$ cat src/rtl/arcade_input_mapper.sv
// arcade_input_mapper
//   Player-input front end for arcade cores. PS/2 key events pass through a
//   runtime-loadable keymap and are merged with the per-player joystick words.
//   Opposing directions are resolved per pair (SOCD), and coin pulses are
//   stretched, optionally triggered by a start press.
//
// Ports
//   clk_sys    system clock
//   reset      synchronous, active-high reset
//   ps2_key    {toggle, pressed, ext, code[7:0]}; a toggle change is an event
//   joy_in     PLAYERS x 16: [3:0]=R,L,D,U, [4+:BUTTONS]=buttons, 12=start, 13=coin
//   socd_mode  0/3 pass, 1 neutral, 2 last-wins
//   map_wr     keymap write strobe
//   map_addr   keymap slot index
//   map_data   {valid, ext_dc, code[8:0]}
//   ctl_n      active-low controls, PS bits per player
//   test_n     active-low service/test (last slot, keyboard only)
module arcade_input_mapper #(
  parameter int          PLAYERS    = 2,
  parameter int          BUTTONS    = 4,
  parameter logic [15:0] COIN_PULSE = 16'd50000,
  parameter int          AUTO_COIN  = 1,
  localparam int         PS         = 6 + BUTTONS,
  localparam int         SLOTS      = PLAYERS * PS + 1,
  localparam int         AW         = $clog2(SLOTS)
) (
  input  logic                    clk_sys,
  input  logic                    reset,
  input  logic [10:0]             ps2_key,
  input  logic [PLAYERS*16-1:0]   joy_in,
  input  logic [1:0]              socd_mode,
  input  logic                    map_wr,
  input  logic [AW-1:0]           map_addr,
  input  logic [10:0]             map_data,
  output logic [PLAYERS*PS-1:0]   ctl_n,
  output logic                    test_n
);

  localparam bit       LP_AUTO   = (AUTO_COIN != 0);
  localparam logic [1:0] LAST_NONE = 2'd0;
  localparam logic [1:0] LAST_A    = 2'd1;  // R or D (lower bit of the pair)
  localparam logic [1:0] LAST_B    = 2'd2;  // L or U (upper bit of the pair)

  // Slot b of a player -> bit in that player's joystick word.
  function automatic int joy_bit(input int b);
    if (b < 4 + BUTTONS) return b;
    else if (b == 4 + BUTTONS) return 12;
    else return 13;
  endfunction

  logic               r_toggle_prev;
  logic [SLOTS-1:0]   r_map_valid;
  logic [SLOTS-1:0]   r_map_ext_dc;
  logic [8:0]         r_map_code [SLOTS];
  logic [SLOTS-1:0]   r_key;

  logic [PLAYERS*4-1:0] r_dir_prev;
  logic [1:0]           r_last      [PLAYERS*2];
  logic [1:0]           w_last_next [PLAYERS*2];

  logic [PLAYERS-1:0] r_coin_src_prev;
  logic [PLAYERS-1:0] w_coin_src;
  logic [15:0]        r_coin_cnt  [PLAYERS];
  logic [15:0]        w_cnt_next  [PLAYERS];

  logic                  w_event;
  logic [SLOTS-1:0]      w_match;
  logic [SLOTS-1:0]      w_raw;
  logic [PLAYERS*PS-1:0] w_ctl;
  logic                  w_unused_joy;

  // Joystick bits 14/15 and any spare button bits are intentionally ignored.
  assign w_unused_joy = ^joy_in;

  assign w_event = ps2_key[10] != r_toggle_prev;

  always_comb begin
    w_match = '0;
    for (int s = 0; s < SLOTS; s++) begin
      w_match[s] = r_map_valid[s]
                   && (r_map_code[s][7:0] == ps2_key[7:0])
                   && (r_map_ext_dc[s] || (r_map_code[s][8] == ps2_key[8]));
    end
  end

  // Keymap contents carry no reset; only the valid bits matter after reset.
  always_ff @(posedge clk_sys) begin
    for (int s = 0; s < SLOTS; s++) begin
      if (map_wr && (map_addr == AW'(s))) begin
        r_map_ext_dc[s] <= map_data[9];
        r_map_code[s]   <= map_data[8:0];
      end
    end
  end

  // Toggle history follows ps2_key even in reset so that leaving reset
  // never looks like a key event.
  always_ff @(posedge clk_sys) begin
    r_toggle_prev <= ps2_key[10];
    if (reset) begin
      r_map_valid <= '0;
      r_key       <= '0;
    end else begin
      for (int s = 0; s < SLOTS; s++) begin
        if (map_wr && (map_addr == AW'(s))) begin
          r_map_valid[s] <= map_data[10];
          r_key[s]       <= 1'b0;
        end else if (w_event && w_match[s]) begin
          r_key[s] <= ps2_key[9];
        end
      end
    end
  end

  always_comb begin
    w_raw = r_key;
    for (int p = 0; p < PLAYERS; p++) begin
      for (int b = 0; b < PS; b++) begin
        w_raw[p*PS+b] = r_key[p*PS+b] | joy_in[p*16+joy_bit(b)];
      end
    end
  end

  always_comb begin
    int  ia, ib, ip;
    logic ra, rb;
    int  sc, ss;
    w_ctl = w_raw[PLAYERS*PS-1:0];
    w_coin_src = '0;
    for (int i = 0; i < PLAYERS*2; i++) w_last_next[i] = r_last[i];
    for (int p = 0; p < PLAYERS; p++) w_cnt_next[p] = r_coin_cnt[p];

    for (int p = 0; p < PLAYERS; p++) begin
      for (int k = 0; k < 2; k++) begin
        ia = p*PS + 2*k;
        ib = ia + 1;
        ip = p*2 + k;
        ra = w_raw[ia] & ~r_dir_prev[p*4+2*k];
        rb = w_raw[ib] & ~r_dir_prev[p*4+2*k+1];
        // The current cycle's rise is folded in so last-wins has the same
        // one-edge latency as the plain joystick path.
        if (ra && rb)  w_last_next[ip] = LAST_NONE;
        else if (ra)   w_last_next[ip] = LAST_A;
        else if (rb)   w_last_next[ip] = LAST_B;

        if (w_raw[ia] && w_raw[ib]) begin
          if (socd_mode == 2'd1) begin
            w_ctl[ia] = 1'b0;
            w_ctl[ib] = 1'b0;
          end else if (socd_mode == 2'd2) begin
            w_ctl[ia] = (w_last_next[ip] == LAST_A);
            w_ctl[ib] = (w_last_next[ip] == LAST_B);
          end
        end
      end

      sc = p*PS + 5 + BUTTONS;
      ss = sc - 1;
      w_coin_src[p] = w_raw[sc] | (LP_AUTO & w_raw[ss]);
      if (w_coin_src[p] && !r_coin_src_prev[p])
        w_cnt_next[p] = COIN_PULSE;
      else if (r_coin_cnt[p] != 16'd0)
        w_cnt_next[p] = r_coin_cnt[p] - 16'd1;
      // Driving from the next count makes a one-cycle trigger hold the
      // output low for exactly COIN_PULSE cycles.
      w_ctl[sc] = (w_cnt_next[p] != 16'd0) | w_raw[sc];
    end
  end

  always_ff @(posedge clk_sys) begin
    if (reset) begin
      ctl_n           <= '1;
      test_n          <= 1'b1;
      r_dir_prev      <= '0;
      r_coin_src_prev <= '0;
      for (int i = 0; i < PLAYERS*2; i++) r_last[i] <= LAST_NONE;
      for (int p = 0; p < PLAYERS; p++) r_coin_cnt[p] <= 16'd0;
    end else begin
      ctl_n           <= ~w_ctl;
      test_n          <= ~r_key[SLOTS-1];
      r_coin_src_prev <= w_coin_src;
      for (int i = 0; i < PLAYERS*2; i++) r_last[i] <= w_last_next[i];
      for (int p = 0; p < PLAYERS; p++) begin
        r_coin_cnt[p] <= w_cnt_next[p];
        for (int j = 0; j < 4; j++) r_dir_prev[p*4+j] <= w_raw[p*PS+j];
      end
    end
  end

endmodule

$ cat config.mk
export PLATFORM = sky130hd
export DESIGN_NAME = arcade_input_mapper
export DESIGN_NICKNAME = d
export VERILOG_FILES = /design/src/rtl/arcade_input_mapper.sv
export SDC_FILE = /design/constraint.sdc
export NUM_CORES = 1
export LEC_CHECK = 0
export CAP_MARGIN = 15
export CELL_PAD_IN_SITES_DETAIL_PLACEMENT = 1
export CELL_PAD_IN_SITES_GLOBAL_PLACEMENT = 1
export CORE_MARGIN = 1
export CORE_UTILIZATION = 45
export DETAILED_ROUTE_END_ITERATION = 6
export GPL_TIMING_DRIVEN = 1
export PLACE_DENSITY_LB_ADDON = 0.1
export RECOVER_POWER = 50
export SYNTH_ARGS = -nofsm -noshare
export SYNTH_HDL_FRONTEND = slang
export SYNTH_SLANG_ARGS = --single-unit
$ cat constraint.sdc
create_clock -name clk_sys -period 3.2 [get_ports clk_sys]
set_input_delay 0.48 -clock clk_sys [delete_from_list [all_inputs] [get_ports clk_sys]]
set_output_delay 0.48 -clock clk_sys [all_outputs]
set_load 0.02 [all_outputs]
==> results by group, run 1 <==
Run status
  • Outcome: finished, violations left
  • Failing checks: max-capacitance violations, max-slew violations

Power and ir drop
  • Max VDD drop: 542.9 uV
  • Reg power frac: 0.474
  • Comb pwr share: 0.097
  • Leak Pwr: 5.024 nW
  • Pwr Density: ~610 mW/mm^2
  • Internal Pwr Total: roughly 7.5 mW
  • Switching portion of total power: 0.2354
  • Switch Pwr: 2.308 mW
  • Clk pwr share: 0.429
  • Tot Pwr: around 9.8 mW

Clocking
  • Cts bufs inserted: 37
  • Clk root buf: clkbuf_16
  • Clk_lat worst skew: roughly 0.52 ns
  • H-Tree Depth: 2
  • CTS tree: yes
  • Post-CTS Hold Buffers: 0
  • Clock transition at path regs: ~0.060 ns
  • Max Buffers Root-to-Sink: 3
  • Resize count post-CTS: 0
  • Post-CTS Setup Inserts: 0
  • Clk sinks: about 320

GRT
  • Vias in the first global route: just over 9k
  • GRT overflow: 0
  • Initial antenna violation count: 0
  • GRT Total Usage: 0.2292
  • Global-route wire length before repair: between 50,000 and 60,000 um
  • Largest net degree at the start of global routing: 73

Cells and area
  • N_diodes: 0
  • Final net count: 1,236
  • Finished Layout Cells: around 1.6k
  • Commonest non-fill, non-tap cell in the layout: edfxtp_1
  • Ratio of cells with drive above 1 in the final layout: 0.09190
  • Final core utilization: 0.5497
  • Area growth, synth to finish: 18.97%
  • Most frequent cells in the layout: edfxtp_1 (210), xnor2_1 (203), dfxtp_1 (114)

Synthesis
  • Post-synthesis compound-gate area fraction: 0.05777
  • Yosys warning count: 0
  • Net count after synthesis: about 1.1k
  • Yosys top cell area share: 0.4704
  • Commonest register cell after synthesis: edfxtp_1
  • Cells after Synth: approximately 1.1k
  • Post-synthesis sequential area ratio: 0.6407
  • Asr flop ratio synth: 0
  • Flops & latches, synth: around 320
  • Netlist Area Pre-Place: around 0.013 sq mm
  • Synth unique cells: 57
  • Synth area leaders: edfxtp_1 (47%), dfxtp_1 (17%), xnor2_1 (13%), nor2_1 (2.5%), nor3_1 (2.4%)
  • Cell taking the most area after synthesis: edfxtp_1
  • Largest family of logic cells by synthesized area: XOR/XNOR gates
  • Post-synthesis adder-cell area fraction: 0.003733
  • Simple-gate share of the synthesized area: 0.1204
  • Post-synthesis mux area share: 0.02324
  • XOR/XNOR Fraction of Synth Area: 0.1359
  • Avg Cell Area, Syn: 12.56 sq um
  • Number of synthesized flops with an enable pin: 210

Worst setup path
  • CP Max Fanout: 15
  • Req. time, crit path: between 3 and 4 ns
  • Crit path buffers/inverters: 1
  • Slowest-stage cell, CP: and4_1
  • Worst setup EP type: register
  • Max incr delay on CP: around 0.65 ns
  • WP data arrival: 3.29 ns
  • Crit path cell chain: inv_1 -> ha_1 -> nor4b_1 -> and4_1 -> nor3_1 -> a211oi_1 -> nand4_1 -> o41ai_2
  • Setup CP Type: reg2reg
  • Startpoint types: register
  • Critical path's top delay family: simple AND/OR/NAND/NOR gates

Place
  • HPWL Detailed: between 15,000 and 20,000 um
  • Pre-CTS setup slack: 0.3771 ns
  • Placed Cells: roughly 1.5k
  • Gpl congestion: between 0.7 and 0.8
  • Buffers on Ports: 72

Floorplanning
  • Die Area: roughly 0.030 sq mm
  • Die height: 174.6 um
  • Initial Util: 0.4620
  • Core ar.: between 0.02 and 0.03 sq mm
  • Chip width: around 170 um
  • I/O pin count: 85
  • Site Rows: 62

Routing
  • DRC Markers: 0
  • Vias: ~8.7k
  • Via density per instance: roughly 5.5
  • DR iter-0 viols: 558
  • Drt wl/cell: around 21 um
  • Post-route ant nets: 0
  • DRT Wirelength: about 34,000 um
  • First-pass DRT Iterations: 4

Timing
  • Tcrit/Tclk final: 0.9013
  • Worst Skew: 0.02297 ns
  • Max Clk Rate: approximately 350 MHz
  • Unrepaired setup endpoints after global routing: false
  • Post-route setup slack: between 0.3 and 0.4 ns
  • Max-slew violation count: 139
  • Fin crit period: slightly below 3 ns
  • Setup_tns: 0 ns
  • Final setup vio count: 0
  • Worst-Margin Slew: between 1.5 and 2 ns
  • Final Hold Fails: 0
  • Relative slew slack: -0.1689

Job
  • Max Cap Viol: 4

Hold path
  • Min-Delay Path Class: reg2reg
-- cells in the mapped netlist, types with 6 or more instances --
library cell and instances:
dfxtp_1 114, xnor2_1 203, mux2i_1 30, buf_1 16, clkbuf_1 35, o211ai_1 21
o31ai_1 6, nor2b_1 12, o21ai_0 37, nor4_1 13, inv_1 7, edfxtp_1 210
nand4_1 51, nand2_1 33, nor3_1 65, nor2_1 90, nand3b_1 6, o22ai_1 9
a21oi_1 36
-- metrics by stage --
step	hold WS (ns)	instance area, sq um
final	0.3919	15950
after global routing	0.4216	15950
after CTS	0.3931	16000
after detailed placement	0.3767	14780
after global placement	0.3783	14780
after floorplan	0.3573	13410
-- logic make-up (layout without fill, tap and decap cells) --
group                    after synthesis  after routing
flip-flops                           324            324
AND/OR/NAND/NOR                      310            310
XOR/XNOR                             208            208
AO/OA/AOI/OAI                        127            127
buffers and inverters                 63            193
multiplexers                          31             31
adder cells (fa/ha/maj)                4              4
-- worst paths after layout --
path | startpoint | endpoint | slack (ns) | depth (start not counted)
worst max-delay path | r_coin_cnt[0][16] | ctl_n[19] | 0.32 | 8
worst max register to register | r_coin_cnt[0][16] | ctl_n[19] | 0.32 | 8
worst min register to register | r_key[20] | test_n | 0.39 | 1
worst min-delay path | r_key[20] | test_n | 0.39 | 1
-- metal layers --
layer	up-vias	part of all wire	global-route usage
met5	-	0	0
met4	0	0.023	0.06630
met3	55	0.041	0.03046
met2	203	0.47	0.3763
met1	4368	0.46	0.3186
li1	4059	-	-
-- power groups by stage --
stage	logic (mW)	clock network, mW	registers (mW)
after floorplan	0.599	0	4.72
after global placement	0.941	0	4.73
after detailed placement	0.958	0	4.73
after CTS	0.964	4.29	4.64
after global routing	1.04	4.46	4.66
final	0.947	4.21	4.65
-- state kept, by name, indices dropped and copies added, names as in the netlist --
register / cells
r_map_code: 189
r_coin_cnt: 32
r_key: 21
r_map_ext_dc: 21
r_map_valid: 21
ctl_n: 20
r_dir_prev: 8
r_last: 8
r_coin_src_prev: 2
r_toggle_prev: 1
test_n: 1
-- layout make-up --
| cell class | instances | area [sq um] |
|---|---|---|
| fillers | 2972 | 13060 |
| well taps | 384 | 480.5 |
| flip-flops and latches | 324 | 8588 |
| inverters | 7 | 26.28 |
| repair buffers | 118 | 1018 |
| multi-input cells | 680 | 4616 |
| clock buffers | 57 | 1111 |
| clock inverters | 11 | 108.9 |
Power figures use the tool's default switching activity.
==> inputs of run 2 (changes only) <==
Settings changed: CORE_UTILIZATION 45 to 44, PLACE_DENSITY_LB_ADDON 0.1 to 0.05, SKIP_CTS_REPAIR_TIMING set to 1.
Clock period 3.2 ns to 2.5 ns, I/O delays scaled along.
==> run 2 against run 1 <==
Compared with the run above:
- the flow still finishes with violations (max-capacitance violations, max-slew violations)
- worst hold slack worse by 0.24 ns
- highest routed layer unchanged
- routed wire length grew 6.0%
- core utilization decreased by 0.50 points
- sequential share of layout area decreased by 0.93 points
- register-to-register slack got worse by 0.21 ns
- flip-flop and latch count stayed put
- cell count is 2.2% higher
- largest cell class unchanged
- maximum frequency is 20% higher
- combinational power is 41% higher
==> results by group, run 2 (synthesis results as in run 1) <==
Floorplanning
  • Site Rows: 63 (+1.6%)
  • Chip width: 176.5 um (+1.1%)
  • I/O pin count: 85 (unchanged)
  • Core ar.: 0.02980 sq mm (+2.7%)
  • Die height: 176.5 um (+1.1%)
  • Initial Util: 0.4499 (-0.01215)
  • Die Area: 0.03117 sq mm (+2.2%)

Hold path
  • Min-Delay Path Class: in2reg
  • Min-delay src: reset
  • Hold Path Depth: 3 (+2)
  • Worst hold endpoint: ctl_n[9]

Clocking
  • Clk root buf: clkbuf_16
  • Max Buffers Root-to-Sink: 3 (unchanged)
  • Cts bufs inserted: 36 (-2.7%)
  • Clock transition at path regs: 0.06 ns (about the same)
  • Clk_lat worst skew: 0.52 ns (about the same)
  • CTS tree: yes
  • Clk sinks: 324 (unchanged)
  • H-Tree Depth: 2 (unchanged)

Power and ir drop
  • Tot Pwr: 12.40 mW (+27%)
  • Clk pwr share: 0.413 (-0.016)
  • Max VDD drop: 493.1 uV (-9.2%)
  • Pwr Density: 764.2 mW/mm^2 (+24%)
  • Switching portion of total power: 0.2436 (+0.008181)
  • Leak Pwr: 5.179 nW (+3.1%)
  • Internal Pwr Total: 9.382 mW (+25%)
  • Reg power frac: 0.479 (+0.005)
  • Comb pwr share: 0.108 (+0.011)
  • Switch Pwr: 3.021 mW (+31%)

Cells and area
  • Final instance area: 0.01623 sq mm (+1.8%)
  • Most frequent cells in the layout: edfxtp_1 (210), xnor2_1 (203), dfxtp_1 (114)
  • Area growth, synth to finish: 21.08%
  • Reg with most FFs: r_map_code
  • Commonest non-fill, non-tap cell in the layout: edfxtp_1
  • Ratio of cells with drive above 1 in the final layout: 0.1158 (+0.02393)
  • N_diodes: 0 (unchanged)
  • Biggest registers after layout: r_map_code: 189 flops, r_coin_cnt: 32 flops
  • Final net count: 1,266 (+2.4%)
  • Max reg flops: 189 (unchanged)

Worst setup path
  • WP data arrival: 2.82 ns (-0.47 ns)
  • Startpoint types: register
  • R2r setup slk: 0.11 ns (-0.21 ns)
  • CP Max Fanout: 5 (-10)
  • Reg2Reg Capture Point: ctl_n[9]
  • Req. time, crit path: 2.93 ns (-0.67 ns)
  • Worst reg2reg startpoint: r_coin_cnt[0][0]
  • R2r worst-path depth: 8 (unchanged)
  • Worst Setup SP: r_coin_cnt[0][0]
  • Worst setup EP type: register
  • Setup CP Type: reg2reg

Routing
  • Met3 wire length: 1668 um (+22%)
  • Drt wl/cell: 22.13 um (+3.7%)
  • Top sig layer: met4
  • DR iter-0 viols: 474 (-15%)
  • DRT Wirelength: 35,760 um (+6.0%)
  • DRC Markers: 0 (unchanged)
  • Met2 wire length: 17,620 um (+10%)
  • First-pass DRT Iterations: 4 (unchanged)
  • Vias: 8,839 (+1.8%)
  • Via density per instance: 5.470 (-0.43%)
  • M1 WL: 15,770 um (+0.98%)
  • Post-route ant nets: 0 (unchanged)

Timing
  • Worst Skew: 0.01218 ns (-0.01078 ns)
  • Final setup vio count: 0 (unchanged)
  • Max Clk Rate: 417.7 MHz (+20%)
  • Tcrit/Tclk final: 0.9575 (+0.05622)
  • Fin crit period: 2.394 ns (-0.4904 ns)
  • Setup_tns: 0 ns (unchanged)
  • Worst-Margin Slew: 1.759 ns (+0.005877 ns)
  • Final Hold Fails: 0 (unchanged)
  • Relative slew slack: -0.1728 (-0.003917)
  • Max-slew violation count: 66 (-53%)

GRT
  • Vias in the first global route: 9,345 (+2.8%)
  • Largest net degree at the start of global routing: 73 (unchanged)
  • GRT Total Usage: 0.2352 (+0.005982)
  • Initial antenna violation count: 0 (unchanged)
  • Global-route wire length before repair: 54,620 um (+3.1%)
  • GRT overflow: 0 (unchanged)

Place
  • HPWL Detailed: 20,640 um (+4.5%)
  • Gpl congestion: 0.8093 (+6.9%)
  • Buffers on Ports: 72 (unchanged)
  • Post-DP Area: 0.01515 sq mm (+2.5%)

Run status
  • Failing checks: max-capacitance violations, max-slew violations
  • Outcome: finished, violations left

Job
  • Max Cap Viol: 4 (unchanged)
## run 2: cell count changes in the layout (fill, tap and decap cells not counted), sizes merged
cell and change:
buf +30, clkdlybuf4s50 -3, clkbuf -12, clkinv +11, clkinvlp +2, dlygate4sd3 +1
## run 2: how the worst max path moves through the flow
stage | endpoint | slack (ns) | depth (start not counted)
6_report | ctl_n[9] | 0.11 | 8
3_5_place_dp | ctl_n[9] | -0.02 | 8
2_1_floorplan | r_map_valid[20] | 0.009 | 6
3_3_place_gp | ctl_n[9] | 0.13 | 7
5_1_grt | ctl_n[9] | -0.06 | 8
4_1_cts | ctl_n[9] | -0.04 | 8
## run 2: area by class of cell
type,instances,area [sq um]
clock buffers,42,964.7
clock inverters,24,173.9
fillers,3023,13570
inverters,7,26.28
multi-input cells,680,4636
flip-flops and latches,324,8588
well taps,390,488.0
repair buffers,149,1354
## run 2: per-stage QoR
stage | worst slack (ns) | cells | utilization | hold WS [ns]
4_1_cts | -0.04279 | 1616 | 0.5467 | 0.1419
5_1_grt | -0.06454 | 1616 | 0.5447 | 0.1515
3_3_place_gp | 0.1279 | 1550 | 0.5085 | 0.3930
6_report | 0.1062 | 1616 | 0.5447 | 0.1472
3_5_place_dp | -0.01719 | 1550 | 0.5085 | 0.3955
2_1_floorplan | 0.008533 | 1067 | - | 0.3573
## run 2: worst max-delay path, cell delays in order, from the launching register on
cell     delay (ns)
dfxtp_1        0.35
inv_1          0.10
ha_1           0.17
nor4b_4        0.34
nand4_1        0.19
and2_4         0.21
a211o_1        0.28
or3b_1         0.39
o41ai_2        0.27
## run 2: routing by layer
layer  global-route usage  vias up
li1                     -     4123
met1               0.3191     4470
met2               0.3953      200
met3              0.02842       46
met4              0.06825        0
met5                    0        -
## run 2: power groups by stage
stage                     combinational, mW  clock, mW  sequential [mW]
after global routing                   1.46       5.41             5.96
after detailed placement               1.34          0             6.05
final                                  1.34       5.12             5.95
after global placement                 1.33          0             6.04
after CTS                              1.36       5.22             5.94
after floorplan                       0.767          0             6.04
